## src/rtl/imem_loader_pkg.sv

```systemverilog
// Shared definitions for the instruction-memory boot loader: FSM encodings,
// word geometry and the default load address.
package loader_defs;

  typedef enum logic [2:0] {
    IDLE  = 3'd0,
    RECV  = 3'd1,
    WRITE = 3'd2,
    DONE  = 3'd3,
    ERROR = 3'd4
  } state_t;

  localparam int          BYTES_PER_WORD    = 4;
  localparam logic [31:0] DEFAULT_BASE_ADDR = 32'h0000_0000;

endpackage

```

## src/rtl/imem_loader_byte_packer.sv

```systemverilog
// Packs accepted stream bytes into a 32-bit big-endian word; the first byte
// of each group of four lands in bits [31:24].
module byte_packer (
  input  logic        clk,
  input  logic        rst_n,
  input  logic        clear,
  input  logic        push,
  input  logic [7:0]  data,
  output logic [31:0] word,
  output logic        word_full
);
  import loader_defs::*;

  logic [1:0] idx;

  assign word_full = push && (idx == 2'(BYTES_PER_WORD - 1));

  // NOTE: sequential state uses non-blocking assignments so every register
  // samples pre-edge values regardless of process ordering.
  always_ff @(posedge clk) begin
    if (!rst_n || clear) begin
      idx  <= '0;
      word <= '0;
    end else if (push) begin
      // ~idx*8+7 gives 31, 23, 15, 7 for byte index 0..3
      word[{~idx, 3'b111} -: 8] <= data;
      idx                       <= idx + 2'd1;
    end
  end

endmodule

```

## src/rtl/imem_loader.sv

```systemverilog
// Boot-time instruction memory writer: receives a byte stream, packs it into
// words, writes them from BASE_ADDR upward and holds the core until done.
module imem_loader #(
  parameter logic [31:0] BASE_ADDR = loader_defs::DEFAULT_BASE_ADDR,
  parameter int          DEPTH     = 64,
  parameter int          CNT_W     = 7
) (
  input  logic             clk,
  input  logic             rst_n,
  input  logic             start,
  input  logic             byte_valid,
  input  logic [7:0]       byte_data,
  input  logic             byte_last,
  output logic             byte_ready,
  output logic             wr_en,
  output logic [31:0]      wr_addr,
  output logic [31:0]      wr_data,
  output logic [CNT_W-1:0] word_count,
  output logic             cpu_hold,
  output logic             done,
  output logic             err
);
  import loader_defs::*;

  state_t           state, state_nxt;
  logic             last_q, last_nxt;
  logic [31:0]      addr_q;
  logic [CNT_W-1:0] cnt_q;
  logic             accept, at_cap, load_clr, pack_push, word_full;

  assign byte_ready = (state == RECV);
  assign accept     = byte_valid && byte_ready;
  assign at_cap     = (cnt_q == CNT_W'(DEPTH));
  assign load_clr   = start && (state == IDLE || state == DONE || state == ERROR);
  // An overflowing byte is consumed but never reaches the packer.
  assign pack_push  = accept && !at_cap;

  byte_packer u_packer (
    .clk       (clk),
    .rst_n     (rst_n),
    .clear     (load_clr),
    .push      (pack_push),
    .data      (byte_data),
    .word      (wr_data),
    .word_full (word_full)
  );

  // NOTE: every always_comb output gets a default first so no path can
  // leave it unassigned and infer a latch.
  always_comb begin
    state_nxt = state;
    last_nxt  = last_q;
    unique case (state)
      IDLE, DONE, ERROR: begin
        if (start) begin
          state_nxt = RECV;
          last_nxt  = 1'b0;
        end
      end
      RECV: begin
        if (accept) begin
          if (at_cap) begin
            state_nxt = ERROR;
          end else if (word_full) begin
            state_nxt = WRITE;
            last_nxt  = byte_last;
          end else if (byte_last) begin
            state_nxt = ERROR;
          end
        end
      end
      WRITE:   state_nxt = last_q ? DONE : RECV;
      default: state_nxt = IDLE;
    endcase
  end

  always_ff @(posedge clk) begin
    if (!rst_n) begin
      state  <= IDLE;
      last_q <= 1'b0;
      addr_q <= BASE_ADDR;
      cnt_q  <= '0;
    end else begin
      state  <= state_nxt;
      last_q <= last_nxt;
      if (load_clr) begin
        addr_q <= BASE_ADDR;
        cnt_q  <= '0;
      end else if (state == WRITE) begin
        addr_q <= addr_q + 32'd4;
        if (!at_cap) cnt_q <= cnt_q + 1'b1;
      end
    end
  end

  assign wr_en      = (state == WRITE);
  assign wr_addr    = {addr_q[31:2], 2'b00};
  assign word_count = cnt_q;
  assign cpu_hold   = (state != DONE);
  assign done       = (state == DONE);
  assign err        = (state == ERROR);

endmodule

```

## config.mk

```make
export PLATFORM = sky130hd
export DESIGN_NAME = imem_loader
export DESIGN_NICKNAME = d
export VERILOG_FILES = /design/src/rtl/imem_loader_pkg.sv /design/src/rtl/imem_loader_byte_packer.sv /design/src/rtl/imem_loader.sv
export SDC_FILE = /design/constraint.sdc
export NUM_CORES = 1
export LEC_CHECK = 0
export ABC_AREA = 1
export CORE_ASPECT_RATIO = 1.5
export CORE_MARGIN = 2
export CORE_UTILIZATION = 50
export DETAILED_ROUTE_END_ITERATION = 12
export PLACE_DENSITY = 0.78
export SLEW_MARGIN = 10
export SYNTH_ARGS = -nofsm -noshare
export SYNTH_HDL_FRONTEND = slang
export SYNTH_SLANG_ARGS = --single-unit
```

## constraint.sdc

```tcl
create_clock -name clk -period 2 [get_ports clk]
set_clock_uncertainty 0.05 [all_clocks]
set_input_delay 0.2 -clock clk [delete_from_list [all_inputs] [get_ports clk]]
set_output_delay 0.2 -clock clk [all_outputs]
set_load 0.1 [all_outputs]
```

==> results.json <==
{
  "crit_start_category": "flip-flop",
  "syn_area_per_cell_sq_um": 7.13,
  "synth.yosys.seq_area_share_pct": 39.4,
  "drc": 0,
  "measured_slew_at_the_worst_slew_check_pin_ns": 0.534,
  "clock-root-buffer": "sky130_fd_sc_hd__clkbuf_16",
  "crit_arrival_ns": 1.97,
  "route.final.wire_length_um": 9190,
  "worst_path_dominant_cell_family": "simple AND/OR/NAND/NOR gates",
  "via_per_inst": 5.08,
  "final_hold_viol_count": 0,
  "synth.most_common_cell": "sky130_fd_sc_hd__nand2_1",
  "endpoint_kind": "flip-flop",
  "utilization_pct": 65.3,
  "cts_made_buffers": 9,
  "timing.final.crit_period_ns": 1.80,
  "area.growth.synth_to_final_pct": 28.9,
  "die_w_um": 75.3,
  "starting_density_of_the_core_pct": 50.7,
  "vdd_ir_drop_max_mv": 0.660,
  "critical_path_peak_fanout": 8,
  "globalRouteOverflowTotal": 0,
  "synth_largest_type_area_fraction_pct": 39.4,
  "gp_routability_congestion": 0.852,
  "synth.largest_area_cell": "sky130_fd_sc_hd__dfxtp_1",
  "drt-initial-drc-count": 190,
  "place_hpwl_um": 6940,
  "maxcap_violations": 0,
  "leakage_nw": 1.98,
  "setup.worst_path.class": "reg -> reg",
  "timing.critical_path.slowest_cell_delay_ns": 0.35,
  "grt_pass1_vias": 3296,
  "cts.clk_slew.worst_paths_ns": 0.06,
  "antennaDiodeCount": 0,
  "status": "finished, final reports clean",
  "report.final.setup_viol": 0,
  "timing_max_transition_violations_final": 0,
  "antenna_found_initial": 0,
  "number_of_enable_flip_flop_cells_after_synthesis": 0,
  "number_of_instances_in_the_synthesized_netlist": 534,
  "num_io_pins": 89,
  "tritoncts": "yes",
  "dpl.cell_count": 713,
  "rsz_0062_raised_after_global_routing": "no",
  "final_critical_path_setup_slack_ns": 0.203,
  "post_cts.repair.setup_buffers": 0,
  "insertion_delay_ns": 0.33,
  "detail_route.first_pass.iterations": 5,
  "ys_seq_elements": 75,
  "cts_hold_repair.buffers": 0,
  "synthesis.yosys.warnings": 0,
  "setup-tns-final_ns": 0,
  "clock-sinks": 75,
  "antenna_left": 0,
  "detail_route.wl_per_cell_um": 12.6,
  "final_nets": 642,
  "holdCritPathClass": "reg -> reg",
  "routed-via-count": 3696,
  "die_area_sq_mm": 0.00835,
  "min_period_over_period_pct": 89.9,
  "critical_path.n_buffers_inverters": 2,
  "cts_repair_resize_count": 0,
  "port-buffer-count": 86,
  "cts_buffer_depth": 2,
  "critPathRequiredTime_ns": 2.17,
  "drive_above_1_share_pct": 24.8,
  "crit_chain": "inv_1 > ha_1 > nand2_1 > inv_1 > nand3_2 > nand2_1 > nor2_1 > nand2_1 > o21ai_0 > a21oi_1",
  "ys_types": 39,
  "fmax_ghz": 0.556,
  "grt_max_degree": 29,
  "mappedNetlistArea_sq_mm": 0.00381,
  "grt_util_all_layers_pct": 22.9,
  "synth_async_sr_flop_share_pct": 0,
  "dominantRegCellSynth": "sky130_fd_sc_hd__dfxtp_1",
  "slew_headroom_pct": 64.1,
  "num-fill-cells": 706,
  "finish.cell_count_without_fillers": 728,
  "ys_top_cells_by_count": "sky130_fd_sc_hd__nand2_1 (114), sky130_fd_sc_hd__dfxtp_1 (75), sky130_fd_sc_hd__nor2_1 (57), sky130_fd_sc_hd__nand3_1 (56), sky130_fd_sc_hd__inv_1 (53)",
  "grt_pass1_wl_um": 14900,
  "slowest_stage": "sky130_fd_sc_hd__dfxtp_2",
  "place_ws_ns": 0.167,
  "rows": 39,
  "htree_levels": 3,
  "synth_top_cells_by_area": "sky130_fd_sc_hd__dfxtp_1 (39%), sky130_fd_sc_hd__nand2_1 (11%), sky130_fd_sc_hd__nand3_1 (7.4%), sky130_fd_sc_hd__a21oi_1 (6.8%), sky130_fd_sc_hd__nor2_1 (5.6%)",
  "design.core.area_sq_mm": 0.00751,
  "die_height_um": 111,
  "path_common_cell": "sky130_fd_sc_hd__nand2_1",
  "cellPowerDensity_mw_per_mm2": 970
}
worst register-to-register path: cells and delay by family, from the launching register on:
kind / cells / cell delay, ns
DFF: 1 / 0.35
buffers and inverters: 2 / 0.11
adders and majority gates: 1 / 0.19
AOI/OAI and AO/OA: 2 / 0.21
and+or+nand+nor: 5 / 0.78
per-stage QoR:
step / hold slack, ns / total power [W] / instance area, sq um
4_1_cts: 0.415 / 0.00479 / 4910
2_1_floorplan: 0.263 / 0.00291 / 3840
5_1_grt: 0.431 / 0.00498 / 4910
6_report: 0.413 / 0.00476 / 4910
3_5_place_dp: 0.406 / 0.00327 / 4630
3_3_place_gp: 0.404 / 0.00324 / 4630
placed cells by master, fill, tap and decap left out, drive strengths merged, types with 2 or more instances in the layout:
cell,synthesis,routed
nor3b,2,2
ha,7,7
a21oi,56,56
clkbuf,1,14
conb,1,2
nand2,117,117
o21ai,16,16
nor3,6,6
clkdlybuf4s50,0,12
buf,17,82
clkinvlp,0,2
and2,2,2
inv,56,55
or2,34,34
clkinv,2,2
nor2,64,64
nand4,9,9
nand3,63,63
dfxtp,75,75
state kept, by name (all words and copies together) (netlist names):
register / flops
addr_q: 30
last_q: 1
state: 3
u_packer.idx: 2
u_packer.word: 32
word_count: 7
final timing paths:
kind              depth (start not counted)              start           endpoint  slack [ns]
hold reg to reg                           2  u_packer.word[16]  u_packer.word[16]        0.41
setup reg to reg                         10      word_count[0]      word_count[5]        0.20
hold / removal                            2  u_packer.word[16]  u_packer.word[16]        0.41
setup / recovery                         10      word_count[0]      word_count[5]        0.20
cell type report:
class                   instances  area, sq um  area share (%)
inverters                      58          226            4.61
clock inverters                 1         7.51           0.153
well taps                     102          128            2.60
multi-input cells             384         1980            40.3
repair buffers                 94          786            16.0
flip-flops and latches         75         1510            30.7
clock buffers                  14          274            5.58
layer usage:
| layer | vias to the layer above | share of wire, % | track usage [%] |
|---|---|---|---|
| li1 | 1893 | - | - |
| met1 | 1693 | 39 | 24.8 |
| met2 | 95 | 54 | 41.1 |
| met3 | 15 | 5.1 | 4.91 |
| met4 | 0 | 2.3 | 9.71 |
| met5 | - | 0 | 0 |
report_power, final:
part / leakage, nW / switching (W) / internal [W]
sequential: 0.607 / 0.0000848 / 0.00158
clock: 0.135 / 0.000590 / 0.000935
combinational: 1.24 / 0.00112 / 0.000454
cell families (layout without fill, tap and decap cells):
logic type                 count (synthesis)  after routing  synth area share (%)
and+or+nand+nor                          298            298                  38.3
buffers and inverters                     76            167                  9.03
AOI/OAI and AO/OA                         75             75                  10.4
DFF                                       75             75                  39.4
adders and majority gates                  7              7                  2.30
xor gates and xnor gates                   2              2                 0.460
other                                      1              2                0.0984
Note: power is estimated with default switching activity, not from simulation.
